<file path="src/rtl/ins_line_fill.sv">
// ins_line_fill
//   Refills the 256-word instruction buffer from local store, one line
//   (16 x 32-bit words) at a time, on a single-cycle fetch-stage request.
//   Local-store reads use a simple req/ack handshake with data returned in
//   the ack cycle. Each acked word is written into the buffer one cycle later.
//
// Ports
//   clk, reset         clock, synchronous active-high reset
//   fill_req           request a refill (accepted only in IDLE)
//   fill_base[15:0]    local-store word address of first line (low bits ignored)
//   fill_lines[4:0]    number of lines to load (0 or >16 means 16)
//   flush              branch redirect: abort fill, invalidate buffer
//   fill_busy          fill in progress (FETCH or DONE)
//   fill_done          one-cycle pulse with the final buffer write
//   ls_req/ls_addr     local-store read request and word address
//   ls_ack/ls_rdata    local-store accept and read data (same cycle)
//   buf_we/buf_waddr/buf_wdata   instruction-buffer write port
//   line_valid         per-line valid bitmap
module ins_line_fill #(
    parameter int LINE_WORDS = 16,
    parameter int NUM_LINES  = 16
) (
    input  logic                 clk,
    input  logic                 reset,
    input  logic                 fill_req,
    input  logic [15:0]          fill_base,
    input  logic [4:0]           fill_lines,
    input  logic                 flush,
    output logic                 fill_busy,
    output logic                 fill_done,
    output logic                 ls_req,
    output logic [15:0]          ls_addr,
    input  logic                 ls_ack,
    input  logic [31:0]          ls_rdata,
    output logic                 buf_we,
    output logic [7:0]           buf_waddr,
    output logic [31:0]          buf_wdata,
    output logic [NUM_LINES-1:0] line_valid
);

    localparam int WIDX_W = $clog2(LINE_WORDS);
    localparam int LIDX_W = $clog2(NUM_LINES);
    localparam int CNT_W  = LIDX_W + 1;

    typedef enum logic [1:0] {IDLE, FETCH, DONE} state_t;

    state_t                state_q, state_d;
    logic [15:0]           base_q, base_d;
    logic [CNT_W-1:0]      lines_q, lines_d;
    logic [LIDX_W-1:0]     line_idx_q, line_idx_d;
    logic [WIDX_W-1:0]     word_idx_q, word_idx_d;
    logic [NUM_LINES-1:0]  line_valid_q, line_valid_d;
    logic                  we_q, we_d;
    logic [7:0]            waddr_q, waddr_d;
    logic [31:0]           wdata_q, wdata_d;

    logic                  ack_ok;
    logic                  last_word;
    logic                  last_line;
    logic [CNT_W-1:0]      lines_dec;

    // An ack in the flush cycle is dropped entirely.
    assign ack_ok    = (state_q == FETCH) && ls_ack && !flush;
    assign last_word = (word_idx_q == WIDX_W'(LINE_WORDS - 1));
    assign last_line = ({1'b0, line_idx_q} == (lines_q - CNT_W'(1)));

    // 0 and out-of-range counts both mean a full buffer refill.
    assign lines_dec = ((fill_lines == 5'd0) || (fill_lines > 5'(NUM_LINES)))
                       ? CNT_W'(NUM_LINES) : CNT_W'(fill_lines);

    always_comb begin
        state_d      = state_q;
        base_d       = base_q;
        lines_d      = lines_q;
        line_idx_d   = line_idx_q;
        word_idx_d   = word_idx_q;
        line_valid_d = line_valid_q;
        we_d         = 1'b0;
        waddr_d      = waddr_q;
        wdata_d      = wdata_q;

        case (state_q)
            IDLE: begin
                if (fill_req && !flush) begin
                    state_d      = FETCH;
                    base_d       = fill_base & ~16'(LINE_WORDS - 1);
                    lines_d      = lines_dec;
                    line_valid_d = '0;
                    line_idx_d   = '0;
                    word_idx_d   = '0;
                end
            end
            FETCH: begin
                if (ack_ok) begin
                    we_d       = 1'b1;
                    waddr_d    = 8'({line_idx_q, word_idx_q});
                    wdata_d    = ls_rdata;
                    word_idx_d = word_idx_q + WIDX_W'(1);
                    if (last_word) begin
                        // Registered alongside the write, so the bit rises
                        // in the same cycle as buf_we for word 15.
                        line_valid_d[line_idx_q] = 1'b1;
                        line_idx_d = line_idx_q + LIDX_W'(1);
                        if (last_line) begin
                            state_d = DONE;
                        end
                    end
                end
            end
            DONE: begin
                state_d = IDLE;
            end
            default: begin
                state_d = IDLE;
            end
        endcase

        if (flush) begin
            state_d      = IDLE;
            line_valid_d = '0;
            line_idx_d   = '0;
            word_idx_d   = '0;
            we_d         = 1'b0;
        end
    end

    always_ff @(posedge clk) begin
        if (reset) begin
            state_q      <= IDLE;
            base_q       <= '0;
            lines_q      <= '0;
            line_idx_q   <= '0;
            word_idx_q   <= '0;
            line_valid_q <= '0;
            we_q         <= 1'b0;
            waddr_q      <= '0;
            wdata_q      <= '0;
        end else begin
            state_q      <= state_d;
            base_q       <= base_d;
            lines_q      <= lines_d;
            line_idx_q   <= line_idx_d;
            word_idx_q   <= word_idx_d;
            line_valid_q <= line_valid_d;
            we_q         <= we_d;
            waddr_q      <= waddr_d;
            wdata_q      <= wdata_d;
        end
    end

    assign ls_req     = (state_q == FETCH);
    // Base is line aligned, so adding {line,word} equals base+16*line+word mod 2^16.
    assign ls_addr    = base_q + 16'({line_idx_q, word_idx_q});
    // A write pending from the previous ack is cancelled by a flush in its cycle.
    assign buf_we     = we_q && !flush;
    assign buf_waddr  = waddr_q;
    assign buf_wdata  = wdata_q;
    assign line_valid = line_valid_q;
    assign fill_busy  = (state_q != IDLE);
    assign fill_done  = (state_q == DONE) && !flush;

endmodule

</file>
<file path="config.mk">
export PLATFORM = sky130hd
export DESIGN_NAME = ins_line_fill
export DESIGN_NICKNAME = d
export VERILOG_FILES = /design/src/rtl/ins_line_fill.sv
export SDC_FILE = /design/constraint.sdc
export NUM_CORES = 1
export LEC_CHECK = 0
export ABC_AREA = 1
export CORE_UTILIZATION = 45
export DETAILED_ROUTE_END_ITERATION = 10
export GPL_ROUTABILITY_DRIVEN = 0
export GPL_TIMING_DRIVEN = 0
export PLACE_DENSITY_LB_ADDON = 0.15
export SLEW_MARGIN = 15
export SYNTH_ARGS = -nofsm -noshare
export SYNTH_HDL_FRONTEND = slang
export SYNTH_SLANG_ARGS = --single-unit
</file>
<file path="constraint.sdc">
create_clock -name clk -period 2.7 [get_ports clk]
set_clock_uncertainty 0.15 [all_clocks]
set_input_delay 0.54 -clock clk [delete_from_list [all_inputs] [get_ports clk]]
set_output_delay 0.54 -clock clk [all_outputs]
set_load 0.02 [all_outputs]
</file>
# ---- Word level (Yosys, flattened, before mapping)
# Cells that the tools add are included.
# W data, S select, Z words.
dict set report classes {
  n_eq_ne 8
  muxes 19
  add_sub_neg 4
  order_cmp 3
  reduce_logical 19
  n_bitwise 2
}
# cell count
set ops {}
lappend ops {{$mux W16} 3}
lappend ops {{$pmux W16 S2} 1}
lappend ops {{$add A16 B8 Y16} 1}
lappend ops {{$mux W4} 4}
lappend ops {{$or A16 B16 Y16} 1}
lappend ops {{$pmux W4 S2} 2}
lappend ops {{$add A4 B1 Y4 const B} 2}
lappend ops {{$mux W2} 4}
lappend ops {{$reduce_and A4 Y1} 2}
lappend ops {{$logic_and A1 B1 Y1} 6}
lappend ops {{$ne A2 B1 Y1 const B} 3}
lappend ops {{$eq A4 B5 Y1} 1}
lappend ops {{$gt A5 B5 Y1 const B} 1}
lappend ops {{$logic_not A5 Y1} 1}
lappend ops {{$lt A4 B5 Y1 const B} 1}
lappend ops {{$mux W5} 1}
lappend ops {{$sub A5 B1 Y5 const B} 1}
lappend ops {{$demux W1 S4} 1}
lappend ops {{$eq A4 B4 Y1 const B} 1}
lappend ops {{$ge A4 B1 Y1 const B} 1}
lappend ops {{$pmux W2 S2} 1}
lappend ops {{$reduce_and A2 Y1} 2}
lappend ops {{$reduce_bool A2 Y1} 2}
lappend ops {{$reduce_and A3 Y1} 1}
lappend ops {{10 further kinds} 11}
dict set report totals {
  regBits 84
  input_bits 58
  out_inout_bits 76
}

# ---- Longest topological paths before layout
# Gate-level depths: netlist (run 1).
dict set report logic_depth {
  ltp_word 8
  ltp_mapped 13
  ltp_nobuf 13
}

# ---- Worst setup path after synthesis (run 1)
# OpenSTA, ideal clock, no wires.
dict set report synth_path {
  path_kind {reg2out}
  from {register line_idx_q[0]}
  to {output port ls_addr[12]}
  arrival_ns 1.740
  stages_incl_launch_ff 8
  path_buffers 0
  slack_ns 0.270
  path_cell_list {dfxtp_1 > ha_1 > fa_1 > nand3_1 > nand3_1 > nand3_1 > nor3_1 > xor2_1}
}
dict set report synth_between {
  elab_chain_len 1
}
# element line
set synth_rtl {}
lappend synth_rtl {{from (decl)} 50} ;# logic [LIDX_W-1:0] line_idx_q, line_idx_d;
lappend synth_rtl {{from (signal assigned)} 142} ;# line_idx_q <= line_idx_d;
lappend synth_rtl {{$add A16 B8 Y16} 153} ;# assign ls_addr = base_q + 16'({line_idx_q, word_idx_q});
lappend synth_rtl {{to (decl)} 32} ;# output logic [15:0] ls_addr,
# Every way passes these cells.

# ---- Worst setup path after layout (run 1)
dict set report layout_path {
  from {register line_idx_q[0]}
  to {output port ls_addr[8]}
}
# The elaborated chain is that of the path after synthesis.

==> results of run 1 <==
==> power groups by stage <==
stage | Clock, mW | Combinational [mW] | Sequential [mW]
after CTS | 0.924 | 0.353 | 1.29
after global routing | 0.976 | 0.394 | 1.30
after detailed placement | 0 | 0.360 | 1.32
after floorplan | 0 | 0.175 | 1.34
final | 0.920 | 0.354 | 1.30
after global placement | 0 | 0.353 | 1.32
==> per-layer routing <==
metal	vias to the layer above	track usage, %	part of all wire (%)
met4	0	10.1	1.9
met1	1687	25.4	41
met2	100	42.0	50
li1	1902	-	-
met3	16	7.64	7.6
met5	-	0	0
==> cell families after synthesis <==
group,after synthesis
and+or+nand+nor,219
AOI/OAI and AO/OA,110
DFF,84
buffers and inverters,75
adders and majority gates,12
xor gates and xnor gates,10
==> area by class of cell <==
class / count / area, sq um / share of cell area [%]
Buffer: 21 / 93.8 / 1.73
Clock buffer: 11 / 141 / 2.61
Clock inverter: 5 / 61.3 / 1.13
Inverter: 54 / 203 / 3.75
Multi-Input combinational cell: 351 / 1830 / 33.9
Sequential cell: 84 / 1690 / 31.2
Tap cell: 102 / 128 / 2.36
Timing Repair Buffer: 130 / 1260 / 23.4
==> timing repair <==
action | CTS | global route
pin swaps | 1 | 4
gates resized for setup | 34 | 18
endpoints found under the setup margin | 11 | 7
buffers inserted | 1 | 1
==> cell usage in the layout, fill, tap and decap left out, drive strengths merged <==
cell type | Yosys | layout
nand4 | 1 | 1
clkinv | 2 | 3
a21oi | 45 | 45
clkinvlp | 0 | 3
clkbuf | 17 | 31
nor2 | 124 | 124
o211ai | 1 | 1
buf | 4 | 10
dlygate4sd2 | 0 | 4
nand2 | 75 | 75
nand3 | 11 | 11
o21bai | 1 | 1
clkdlybuf4s50 | 0 | 117
o21ai | 54 | 54
a211oi | 6 | 6
ha | 11 | 11
or4 | 1 | 1
xor2 | 10 | 10
o21a | 3 | 3
inv | 52 | 52
dfxtp | 84 | 84
bufinv | 0 | 1
fa | 1 | 1
nor3 | 7 | 7
==> flip-flops by register name (all words and copies together) (netlist names) <==
signal / count
buf_wdata: 32
line_valid: 16
base_q: 12
buf_waddr: 8
lines_q: 5
line_idx_q: 4
word_idx_q: 4
state_q: 2
we_q: 1
==> critical path: cells and delay by family (launching register included) <==
kind / cells / cell delay (ps)
flip-flops: 1 / 370
buffers and inverters: 1 / 350
XOR/XNOR: 1 / 130
AND/OR/NAND/NOR: 2 / 180
adder cells (fa/ha/maj): 2 / 570
==> path summary, 6_finish.rpt <==
check / cells after the start / slack [ps] / to
setup reg to reg: 7 / 730 / line_valid[0]$_SDFFE_PP0P_
setup / recovery: 6 / 50 / ls_addr[8]
hold reg to reg: 2 / 310 / line_valid[2]$_SDFFE_PP0P_
hold / removal: 2 / 310 / line_valid[2]$_SDFFE_PP0P_
==> synthesized netlist by cell type (6+ instances only) <==
cell type,count
nor2_1,121
dfxtp_1,84
nand2_1,74
o21ai_0,54
inv_1,50
a21oi_1,39
clkbuf_1,17
ha_1,11
nand3_1,11
xor2_1,10
a211oi_1,6
a21oi_2,6
nor3_1,6
==> through the flow <==
step                      cell area, sq um  total power [mW]  hold slack, ps  TNS, ps  std cells
after floorplan                       3720              1.51             307        0        510
after detailed placement              5130              1.68             295    -1010        740
after global placement                5130              1.68             287     -876        740
after CTS                             5350              2.57             308    -39.5        757
after global routing                  5410              2.67             334     -103        758
final                                 5410              2.57             305        0        758
==> metrics.yaml, run 1 <==
run_status:
  status: "finished, final reports clean"
logic_synthesis:
  synth.cell_area_sq_um: 3720
  post_synth_fa_ha_maj_area_fraction_pct: 4.24
  synth_top_family_by_area: "simple AND/OR/NAND/NOR gates"
  synthMuxAreaShare_pct: 0
  post_syn_area_per_cell_sq_um: 7.29
  number_of_synthesized_register_bits: 84
  synth_xor_xnor_area_share_pct: 2.35
  synthFlopType: "dfxtp_1"
  synth.top_cells.by_area: "dfxtp_1 (45%), nor2_1 (12%), nand2_1 (7.5%)"
  count_of_warnings_emitted_by_yosys: 0
  synthesis.nets: 580
  ys_async_sr_fraction_pct: 0
  synthSimpleGateAreaFrac_pct: 24.1
  number_of_distinct_library_cell_variants_in_the_gate_level_netlist_after_synthesis: 28
  synth_seq_area_share_pct: 45.2
  synth_top_cell_area_share_pct: 45.2
  synth-edff-count: 0
  synth_compound_area_share_pct: 16.1
  synth_largest_area_cell: "dfxtp_1"
  synth_cells: 510
clocking:
  clock_sink_count: 84
  path_clk_slew_ps: 90
  tritoncts: "done"
  ctsHtreeMaxLevel: 3
  number_of_buffers_inserted_during_clock_tree_synthesis: 9
  postCtsHoldBufs: 0
  clock_insertion_delay_worst_skew_ps: 360
  clockBufferDepth: 2
  clockRootBuffer: "clkbuf_8"
timing:
  final-setup-viol-count: 0
  timing.final.crit_share_pct: 98.2
  period_minus_slack_ps: 2650
  grt_setup_unrepaired: "true"
  worst_slew_pin_slew_ps: 538
  final_max_slew_viol_count: 0
  final.setup.worst_slack_ps: 49.8
  hold_violations: 0
  slew_headroom_pct: 64.0
  max_freq_mhz: 377
power_and_ir_drop:
  cellPowerDensity_nw_per_um2: 475
  power.clock.fraction_pct: 35.8
  power_switching_share_pct: 26.4
  pwr-share-seq_pct: 50.4
  power.static_leakage_nw: 2.11
  comb_power_share_pct: 13.8
  total_switching_power_mw: 0.678
  vdd.ir_drop.worst_uv: 278
  power_report.internal_total_mw: 1.89
floorplan:
  start_util_pct: 47.4
  io_pins: 134
  rows: 32
  die_w_um: 92.9
  die_height_um: 92.9
  die-area_sq_um: 8630
  core_region_area_sq_um: 7850
global_route:
  grt-ovfl-total: 0
  grt_max_degree: 15
  antenna_found_initial: 0
  wire_length_of_the_first_global_routing_pass_um: 16000
  track_usage_pct: 23.6
  grt_pass1_vias: 3672
critical_path:
  r2r_start: "state_q[0]$_SDFFE_PP0P_"
  timing.critical_path.to_type: "output port"
  crit_type: "flop to output port"
  critical_path_peak_fanout: 2
  worst_setup_path_startpoint: "line_idx_q[0]$_SDFFE_PP0P_"
  worstSetupStartpointType: "flop"
  required_worst_endpoint_ps: 2010
  crit_path_dat_ps: 1960
  critical_path.max_stage_delay_ps: 410
  path_cells: "ha_4 -> fa_2 -> nand3_2 -> nand3_4 -> xor2_1 -> dlygate4sd2_1"
  critPathSlowestCell: "fa_2"
place:
  place_hpwl_um: 7210
  worst_setup_slack_after_placement_ps: -386
  placement.io_buffers: 128
finish:
  finish.utilization_pct: 68.9
  antenna_cells_inserted: 0
  flow.area_growth_from_synthesis_pct: 45.4
  layout.nets: 721
  layout.filler_cells: 685
  final_layout_size_suffix_gt1_share_pct: 8.38
routing:
  postRouteAntennaNets: 0
  detail_route.drc_violations: 0
  routed_wl_um: 9670
  vias_per_cell: 4.89
  route.vias.total: 3705
  drt_pass1_iterations: 4
  detail_route.wl_per_cell_um: 12.8
  drt_iter0_drc: 107
worst_hold_path:
  hold_path.class: "flop to flop"
  timing.hold.worst.start: "line_valid[2]$_SDFFE_PP0P_"
flow_run:
  max-cap-violations: 0
(Power assumes the default switching activity.)
==> inputs of run 2 (changes only) <==
Settings changed: GPL_TIMING_DRIVEN 0 to default.
==> metrics.yaml, run 2 (same netlist as run 1, synthesis figures left out) <==
critical_path:
  worstSetupStartpointType: "flop"
  timing.critical_path.to_type: "output port"
  critical_path_peak_fanout: 4
  crit_family: "buffers and inverters"
  path_cells: "ha_1 -> buf_4 -> nand2_1 -> nor2_2 -> a21oi_4 -> xor2_1 -> clkdlybuf4s15_2"
  required_worst_endpoint_ps: 2010
  critical_path.max_stage_delay_ps: 340
  critPathSlowestCell: "ha_1"
  cp.buffers_inverters: 2
  crit_path_dat_ps: 1950
  crit_type: "flop to output port"
  r2r_slack_ps: 910
routing:
  detailroute.wirelength.met2_um: 4980
  detail_route.wl_per_cell_um: 12.8
  routed_wl_um: 9690
  met1Wirelength_um: 3810
  routed-wl-met3_um: 752
  drt_iter0_drc: 105
  route.vias.total: 3670
  route.top_layer_used: "met4"
  detail_route.drc_violations: 0
  vias_per_cell: 4.87
  drt_pass1_iterations: 4
  postRouteAntennaNets: 0
clocking:
  clockRootBuffer: "clkbuf_8"
  ctsHtreeMaxLevel: 3
  number_of_buffers_inserted_during_clock_tree_synthesis: 9
  post_cts.repair.setup_buffers: 0
  clockBufferDepth: 2
  clock_insertion_delay_worst_skew_ps: 340
  clock_sink_count: 84
  path_clk_slew_ps: 80
  tritoncts: "done"
place:
  placement.io_buffers: 129
  worst_setup_slack_after_placement_ps: -117
  place_hpwl_um: 7210
timing:
  worst_slew_pin_slew_ps: 538
  slew_headroom_pct: 64.1
  timing.setup.tns_ps: 0
  period_minus_slack_ps: 2640
  holdWs_ps: 306
  timing.final.crit_share_pct: 97.9
  final_max_slew_viol_count: 0
  max_freq_mhz: 378
  final-setup-viol-count: 0
  grt_setup_unrepaired: "true"
  final.setup.worst_slack_ps: 57.0
  hold_violations: 0
finish:
  antenna_cells_inserted: 0
  number_of_flip_flops_in_the_largest_register: 32
  layout.filler_cells: 716
  final_layout_size_suffix_gt1_share_pct: 9.97
  flow.area_growth_from_synthesis_pct: 45.2
  layout.nets: 717
  most-common-layout-cells: "nor2_1 (120), clkdlybuf4s50_1 (118), dfxtp_1 (84), nand2_1 (73), o21ai_0 (54)"
  final_common_cell: "nor2_1"
worst_hold_path:
  hold_path.class: "flop to flop"
global_route:
  wire_length_of_the_first_global_routing_pass_um: 16400
  antenna_found_initial: 0
  track_usage_pct: 24.0
  grt-ovfl-total: 0
  grt_pass1_vias: 3674
  grt_max_degree: 35
power_and_ir_drop:
  cellPowerDensity_nw_per_um2: 459
  pwr-share-seq_pct: 52.2
  power_report.internal_total_mw: 1.81
  comb_power_share_pct: 14.4
  power.static_leakage_nw: 2.16
  power_switching_share_pct: 27.2
  total_switching_power_mw: 0.675
  power.clock.fraction_pct: 33.4
  vdd.ir_drop.worst_uv: 328
  design_power_total_mw: 2.48
floorplan:
  core_region_area_sq_um: 7850
  rows: 32
  io_pins: 134
  start_util_pct: 47.4
  die-area_sq_um: 8630
  die_w_um: 92.9
  die_height_um: 92.9
run_status:
  status: "finished, final reports clean"
flow_run:
  max-cap-violations: 0
[run 2: area by class of cell]
cell class | count | area (sq um) | area share [%]
Multi-Input combinational cell | 351 | 1800 | 33.3
Sequential cell | 84 | 1680 | 31.1
Timing Repair Buffer | 147 | 1410 | 26.0
Inverter | 54 | 203 | 3.75
Clock buffer | 10 | 138 | 2.55
Tap cell | 102 | 128 | 2.36
Clock inverter | 6 | 47.5 | 0.880
[run 2: final timing paths]
path,startpoint,to,cells past startpoint
setup / recovery,base_q[7]$_SDFFE_PP0P_,ls_addr[11],7
hold / removal,line_valid[14]$_SDFFE_PP0P_,line_valid[14]$_SDFFE_PP0P_,2
setup reg to reg,state_q[0]$_SDFFE_PP0P_,line_valid[3]$_SDFFE_PP0P_,6
hold reg to reg,line_valid[14]$_SDFFE_PP0P_,line_valid[14]$_SDFFE_PP0P_,2
[run 2: repair_timing]
action,CTS,global route
hold buffers,0,0
setup endpoints to repair,10,10
gates resized for setup,36,10
pin swaps,0,0
endpoints found under the hold margin,0,0
[run 2: tightest hold or removal path: stages (launching register included)]
cell and delay (ps):
dfxtp_1 310, inv_1 50, a21oi_1 50
[run 2: per-layer routing]
metal | GRT usage [%] | up-vias
met5 | 0 | -
met3 | 8.95 | 13
met4 | 6.92 | 0
li1 | - | 1894
met1 | 24.9 | 1661
met2 | 44.5 | 102
[run 2: power groups by stage]
stage,sequential [mW],clock (mW),combinational (mW)
2_1_floorplan,1.34,0,0.175
3_3_place_gp,1.32,0,0.355
3_5_place_dp,1.32,0,0.364
4_1_cts,1.30,0.853,0.358
5_1_grt,1.30,0.897,0.395
6_report,1.30,0.829,0.357
[run 2: stage by stage]
step | cells | area [sq um] | util (%)
global route | 754 | 5400 | 68.8
detailed placement | 738 | 5190 | 66.2
finish | 754 | 5400 | 68.8
CTS | 754 | 5370 | 68.5
global placement | 738 | 5190 | 66.2
floorplan | 510 | 3720 | -
==> inputs of run 3 (changes only) <==
--- a/config.mk
+++ b/config.mk
@@ -7,4 +7,5 @@
 export LEC_CHECK = 0
 export ABC_AREA = 1
+export CAP_MARGIN = 0
 export CORE_UTILIZATION = 45
 export DETAILED_ROUTE_END_ITERATION = 10
==> constraint.sdc (replaced) <==
create_clock -name clk -period 2.7 [get_ports clk]
set_clock_uncertainty 0.15 [all_clocks]
set_input_delay 0.405 -clock clk [delete_from_list [all_inputs] [get_ports clk]]
set_output_delay 0.405 -clock clk [all_outputs]
set_load 0.02 [all_outputs]
==> metrics.yaml, run 3 (same netlist as run 1, synthesis figures left out) <==
timing:
  grt_setup_unrepaired: "false"
  slew_headroom_pct: 64.5
  worst_slew_pin_slew_ps: 532
  timing.final.crit_share_pct: 94.6
  final.setup.worst_slack_ps: 145
  final-setup-viol-count: 0
  max_freq_mhz: 391
  timing.setup.tns_ps: 0
  final_max_slew_viol_count: 0
  period_minus_slack_ps: 2560
  hold_violations: 0
run_status:
  status: "finished, final reports clean"
floorplan:
  die-area_sq_um: 8630
  core_region_area_sq_um: 7850
  start_util_pct: 47.4
  die_height_um: 92.9
  rows: 32
  die_w_um: 92.9
  io_pins: 134
critical_path:
  worst_setup_path_startpoint: "base_q[4]$_SDFFE_PP0P_"
  worstSetupEndpoint: "ls_addr[6]"
  crit_family: "buffers and inverters"
  required_worst_endpoint_ps: 2140
  path_cells: "ha_2 -> fa_2 -> xor2_1 -> clkdlybuf4s50_1"
  worst-r2r-cell-count: 6
  timing.critical_path.depth: 4
  worstSetupStartpointType: "flop"
  critPathSlowestCell: "clkdlybuf4s50_1"
  crit_type: "flop to output port"
  critical_path.reg2reg.endpoint: "line_idx_q[3]$_SDFFE_PP0P_"
  cp.buffers_inverters: 1
  r2r_slack_ps: 850
  critical_path.max_stage_delay_ps: 630
  timing.critical_path.to_type: "output port"
  critical_path_peak_fanout: 2
  crit_path_dat_ps: 2000
  r2r_start: "state_q[0]$_SDFFE_PP0P_"
finish:
  final_layout_size_suffix_gt1_share_pct: 8.50
  ff_latch_area_sq_um: 1680
  most-common-layout-cells: "nor2_1 (121), clkdlybuf4s50_1 (120), dfxtp_1 (82), nand2_1 (74), o21ai_0 (54)"
  multi_input_logic_area_sq_um: 1770
  final_common_cell: "nor2_1"
  layout.nets: 712
  fin_area_sq_um: 5390
  number_of_flip_flops_in_the_largest_register: 32
  flow.area_growth_from_synthesis_pct: 45.0
  antenna_cells_inserted: 0
  layout.filler_cells: 674
power_and_ir_drop:
  total_switching_power_mw: 0.654
  power.clock.fraction_pct: 37.6
  vdd.ir_drop.worst_uv: 405
  power.static_leakage_nw: 2.16
  comb_power_share_pct: 13.3
  design_power_total_mw: 2.64
  power_switching_share_pct: 24.8
  pwr-share-seq_pct: 49.1
  cellPowerDensity_nw_per_um2: 490
  power_report.internal_total_mw: 1.99
global_route:
  grt_max_degree: 50
  wire_length_of_the_first_global_routing_pass_um: 15500
  track_usage_pct: 22.5
  antenna_found_initial: 0
  grt_pass1_vias: 3536
  grt-ovfl-total: 0
clocking:
  clockBufferDepth: 2
  ctsHtreeMaxLevel: 3
  clock_insertion_delay_worst_skew_ps: 340
  post_cts.repair.setup_buffers: 0
  clock_sink_count: 84
  number_of_buffers_inserted_during_clock_tree_synthesis: 9
  clockRootBuffer: "clkbuf_8"
  tritoncts: "done"
  path_clk_slew_ps: 80
  postCtsHoldBufs: 0
routing:
  route.vias.total: 3597
  drt_iter0_drc: 87
  postRouteAntennaNets: 0
  drt_pass1_iterations: 4
  detail_route.drc_violations: 0
  detail_route.wl_per_cell_um: 12.1
  routed_wl_um: 9090
  vias_per_cell: 4.80
worst_hold_path:
  hold_path.class: "flop to flop"
place:
  placement.io_buffers: 129
  worst_setup_slack_after_placement_ps: 8.06
  placedInstanceArea_sq_um: 5150
  place_hpwl_um: 6670
flow_run:
  max-cap-violations: 0
==> run 3: cell type report <==
class / instances / area share (%)
Multi-Input combinational cell: 351 / 32.8
Sequential cell: 84 / 31.2
Timing Repair Buffer: 142 / 25.6
Inverter: 54 / 3.76
Clock buffer: 10 / 2.55
Tap cell: 102 / 2.37
Clock inverter: 6 / 1.62
==> run 3: worst min-delay path by stage <==
| stage | cells after the start | startpoint | endpoint |
|---|---|---|---|
| after floorplan | 2 | base_q[14]$_SDFFE_PP0P_ | base_q[14]$_SDFFE_PP0P_ |
| after global placement | 2 | line_valid[0]$_SDFFE_PP0P_ | line_valid[0]$_SDFFE_PP0P_ |
| after detailed placement | 2 | line_valid[14]$_SDFFE_PP0P_ | line_valid[14]$_SDFFE_PP0P_ |
| after CTS | 2 | line_valid[14]$_SDFFE_PP0P_ | line_valid[14]$_SDFFE_PP0P_ |
| after global routing | 2 | line_valid[12]$_SDFFE_PP0P_ | line_valid[12]$_SDFFE_PP0P_ |
| final | 2 | line_valid[14]$_SDFFE_PP0P_ | line_valid[14]$_SDFFE_PP0P_ |
==> run 3: worst register-to-register path, stage by stage, from the launching register on <==
cell and delay [ps]:
dfxtp_1 400, inv_2 60, nor2_4 220, inv_1 160, o21bai_1 480, nand2_1 100
a21oi_1 200
==> run 3: power groups by stage <==
stage	sequential [mW]	clock [mW]	combinational (mW)
6_report	1.30	0.994	0.351
5_1_grt	1.30	1.06	0.391
4_1_cts	1.30	1.02	0.353
3_5_place_dp	1.32	0	0.356
3_3_place_gp	1.32	0	0.351
2_1_floorplan	1.34	0	0.175
==> run 3: stage by stage <==
step                      utilization (%)  instances  hold slack, ps
after floorplan                         -        510             307
after global placement               65.7        733             286
after detailed placement             65.7        733             293
after CTS                            68.6        749             306
after global routing                 68.7        749             331
final                                68.7        749             307
==> run 3: layer usage <==
metal	routed length (um)	track usage (%)	vias up	part of all wire (%)
li1	-	-	1883	-
met1	3680	24.2	1612	41
met2	4450	39.7	92	49
met3	840	8.70	10	9.2
met4	115	8.08	0	1.3
met5	0	0	-	0
==> run 3: what timing repair did <==
item,4_1_cts,5_1_grt
setup endpoints to repair,8,6
resized for setup,17,14
pin swaps,0,1
==> RTL change 1: new RTL, flow settings as in run 3 <==
`LINE_WORDS`: 16 -> 8.
--- a/src/rtl/ins_line_fill.sv
+++ b/src/rtl/ins_line_fill.sv
@@ -17,7 +17,7 @@
 //   buf_we/buf_waddr/buf_wdata   instruction-buffer write port
 //   line_valid         per-line valid bitmap
 module ins_line_fill #(
-    parameter int LINE_WORDS = 16,
+    parameter int LINE_WORDS = 8,
     parameter int NUM_LINES  = 16
 ) (
     input  logic                 clk,
Formal check against the unedited RTL: not equivalent (Yosys sat finds a counterexample within 4 cycles, from zero or initial values and one cycle with reset high).
==> RTL change 1 against run 3 <==
- synthesized area decreased by 5.2%
- sequential power decreased by 3%
- clock power decreased by 18%
- wire length decreased by 3.0%
- worst setup slack got worse by 0.036 ns
- sequential cell count decreased by 1
- global-route usage decreased by 0.70 points
- power decreased by 11%
- final area decreased by 6.4%
- die area decreased by 5.1%
- sequential share of layout area increased by 1.7 points
- critical endpoint is now ls_addr[15]
==> RTL change 1: results (changes against run 3) <==
Final nets=663 (was 712); vias after detailed routing=3419 (was 3597); status=complete, no violations (unchanged); largest net degree at the start of global routing=59 (was 50); Filler cells=644 (was 674); top post-synthesis cells by area=dfxtp_1 47%, nand2_1 14%, a21oi_1 8.8%, nor2_1 4.9%, ha_1 4.3% (was dfxtp_1 45%, nor2_1 12%, nand2_1 7.5%, o21ai_0 7.3%, a21oi_1 5.2%); vias in the first global route=3146 (was 3536); largest family of logic cells by synthesized area=simple AND/OR/NAND/NOR gates (unchanged); met3 GRT Util=5.89% (was 8.70%); HPWL reported at the end of detailed placement=6300 µm (was 6670 µm); P_comb=0.273 mW (was 0.351 mW); Setup crit end=ls_addr[15] (was ls_addr[6]); met2 GRT Util=37.2% (was 39.7%); WHS Endpoint=state_q[1] (was line_valid[14]); Routed Wire Length=8820 µm (was 9090 µm); worst min path class=input port to register (was register to register); first-pass GRT wire length=14500 µm (was 15500 µm); Root Driver=clkbuf_8 (unchanged); placement-stage worst setup slack=0.0215 ns (was 0.00806 ns); reg-to-reg setup timing slack=1.00 ns (was 0.85 ns); met2 wire len=4300 µm (was 4450 µm); Synth top cells by count=134 x nand2_1, 83 x dfxtp_1, 62 x a21oi_1 (was 121 x nor2_1, 84 x dfxtp_1, 74 x nand2_1); Min Hold Slack=0.203 ns (was 0.307 ns); met3 wire len=568 µm (was 840 µm); CP arrival=2.04 ns (was 2.00 ns); Reg2Reg Depth=9 (was 6); Total GRT Usage=21.8% (was 22.5%); Post-Syn Nets=534 (was 580); GR Util met1=25.6% (was 24.2%); post-synthesis sequential area ratio=47.1% (was 45.2%); share of layout cells above drive strength 1=7.71% (was 8.50%); Mapped Cells=463 (was 510); Post-Synth XOR/XNOR Area=2.48% (was 2.35%); reg2reg end=line_idx_q[3] (unchanged); Worst Setup SP=base_q[3] (was base_q[4]); seq pwr=1.26 mW (was 1.30 mW); crit-path max cell delay=0.38 ns (was 0.63 ns); Routed met1 length=3770 µm (was 3680 µm); Placed Cells=680 (was 733); Synth Area in Compound Gates=14.3% (was 16.1%); actual transition at the worst max-transition pin=0.614 ns (was 0.532 ns); Top delay family on crit path=adder cells (was buffers and inverters); Sw Share=25.9% (was 24.8%); P_leak=1.99 nW (was 2.16 nW); Setup Buffers After CTS=0 (unchanged); Critical-path top delay cell=fa_1 (was clkdlybuf4s50_1); Cell Pwr Density=465 mW/mm² (was 490 mW/mm²); worst vdd ir=0.250 mV (was 0.405 mV); worst-path fanout max=4 (was 2); wire per inst=12.7 µm (was 12.1 µm); Post-CTS Resized=15 (was 17); post-synthesis adder-cell area fraction=4.83% (was 4.24%); Max Fclk=386 MHz (was 391 MHz); Ys Warns=0 (unchanged); hold depth=4 (was 2); hold path startpoint=reset (was line_valid[14]); dpl cell area=0.00490 mm² (was 0.00515 mm²); violation count after the first detailed-routing iteration=133 (was 87)
-- RTL change 1: cell count changes after synthesis, sizes merged, moves of 12 or more --
cell	delta
o21ai	-51
inv	-16
a31oi	+12
a21oi	+17
nor2	-77
nand2	+62
-- RTL change 1: layout make-up --
cell class | instances | area (µm²) | share of cell area [%]
inverter | 37 | 144 | 2.85
clock buffer | 10 | 138 | 2.73
clock inverter | 6 | 41.3 | 0.818
multi-input combinational | 321 | 1610 | 31.9
timing repair buffer | 140 | 1330 | 26.3
sequential | 83 | 1660 | 32.9
tap | 99 | 124 | 2.45
-- RTL change 1: kinds of logic after synthesis --
| logic type | after synthesis |
|---|---|
| buffers and inverters | 59 |
| and+or+nand+nor | 206 |
| DFF | 83 |
| AOI/OAI and AO/OA | 91 |
| adders and majority gates | 13 |
| other | 1 |
| xor gates and xnor gates | 10 |
==> RTL change 2: new RTL, settings of run 3 <==
Made on the original files. Reset style: asynchronous (`reset`), changed in one clocked block. Comments in the files are not updated.
--- a/src/rtl/ins_line_fill.sv
+++ b/src/rtl/ins_line_fill.sv
@@ -124,7 +124,7 @@
         end
     end
 
-    always_ff @(posedge clk) begin
+    always_ff @(posedge clk or posedge reset) begin
         if (reset) begin
             state_q      <= IDLE;
             base_q       <= '0;
Behaviour: differs if reset is asserted again (counterexample within 4 cycles, from zero or initial values and one cycle with reset high); with reset held inactive, the same outputs for 10 cycles.
==> RTL change 2 against run 3 <==
- synthesized area increased by 9.1%
- global-route usage is 2.3 points lower
- highest routed layer unchanged
- final area is 6.8% higher
- wire length up 0.19%
- sequential cell count unchanged
- worst setup slack got worse by 0.056 ns
- first-iteration DRC count up 77%
- via count fell by 2.0%
Power is not compared: it rests on default switching activity, and its combinational part moved more than twofold at a synthesized area within 25%.
==> RTL change 2: results (changes against run 3) <==
largest net degree at the start of global routing=38 (was 50); antenna cell count=0 (unchanged); Post-Syn Nets=557 (was 580); HPWL reported at the end of detailed placement=6840 µm (was 6670 µm); dpl cell area=0.00553 mm² (was 0.00515 mm²); post-synthesis sequential area ratio=51.8% (was 45.2%); Largest register FFs=32 (unchanged); largest area contributor in the netlist=dfrtp_1 (was dfxtp_1); Routed Wire Length=9110 µm (was 9090 µm); Placed Cells=724 (was 733); met2 wire len=4500 µm (was 4450 µm); CP arrival=2.06 ns (was 2.00 ns); share of layout cells above drive strength 1=9.97% (was 8.50%); Distinct cells, synth=33 (was 28); actual transition at the worst max-transition pin=0.850 ns (was 0.532 ns); violation count after the first detailed-routing iteration=154 (was 87); first-pass GRT wire length=15600 µm (was 15500 µm); Mapped Cells=487 (was 510); placement-stage worst setup slack=0.0108 ns (was 0.00806 ns); Synth top cells by count=193 x nand2_1, 84 x dfrtp_1, 48 x inv_1 (was 121 x nor2_1, 84 x dfxtp_1, 74 x nand2_1); Filler cells=744 (was 674); status=complete, no violations (unchanged); vias after detailed routing=3525 (was 3597); met3 wire len=402 µm (was 840 µm); Final nets=697 (was 712); met2 GRT Util=34.6% (was 39.7%); Total GRT Usage=20.2% (was 22.5%); Post-CTS Resized=27 (was 17); Post-synth ARST share=100% (was 0%); GR Util met1=25.7% (was 24.2%); top post-synthesis cells by area=dfrtp_1 52%, nand2_1 18%, inv_1 4.4%, ha_1 3.4%, nor2_1 2.7% (was dfxtp_1 45%, nor2_1 12%, nand2_1 7.5%, o21ai_0 7.3%, a21oi_1 5.2%)
-- RTL change 2: cell count changes in the layout (fill, tap and decap cells not counted), sizes merged, moves of 5 or more --
cell,delta
clkinv,-5
dfrtp,+84
nand3,+9
a21oi,-30
nor2,-88
dfxtp,-84
o21ai,-25
nand2,+120
a211oi,-5
-- RTL change 2: final timing paths --
path	start	to	slack (ns)	cells after the start
max in group asynchronous	reset	buf_wdata[11]	1.51	3
min	reset	buf_waddr[3]	0.32	2
min in group clk	buf_wdata[29]	buf_wdata[29]	0.32	2
max	base_q[4]	ls_addr[5]	0.09	3
max reg2reg	state_q[1]	line_valid[2]	0.70	5
min reg2reg	buf_wdata[29]	buf_wdata[29]	0.32	2
-- RTL change 2: worst max-delay path: stages (launching register included) --
cell	delay, ns
dfrtp_1	0.39
ha_2	0.20
fa_2	0.52
clkdlybuf4s50_1	0.59
-- RTL change 2: cell type report --
class	instances	area, µm²	area share [%]
flip-flops and latches	84	2100	36.5
multi-input cells	337	1690	29.3
repair buffers	143	1400	24.3
inverters	52	201	3.50
clock buffers	11	151	2.63
well taps	108	135	2.35
clock inverters	5	83.8	1.46
-- RTL change 2: cells by family (layout without fill, tap and decap cells) --
logic type               Yosys count  in the layout  synth area share (%)
AND/OR/NAND/NOR                  263            263                  27.4
flip-flops                        84             84                  51.8
buffers and inverters             66            211                  7.34
AO/OA/AOI/OAI                     51             51                  7.12
adder cells (fa/ha/maj)           12             12                  3.89
XOR/XNOR                          10             10                  2.16
multiplexers                       1              1                 0.247
-- RTL change 2: power by group --
group	total [mW]	internal (mW)	switching [mW]
logic	1.60	0.725	0.879
registers	1.72	1.54	0.176
clock network	1.03	0.573	0.455
total	4.35	2.84	1.51
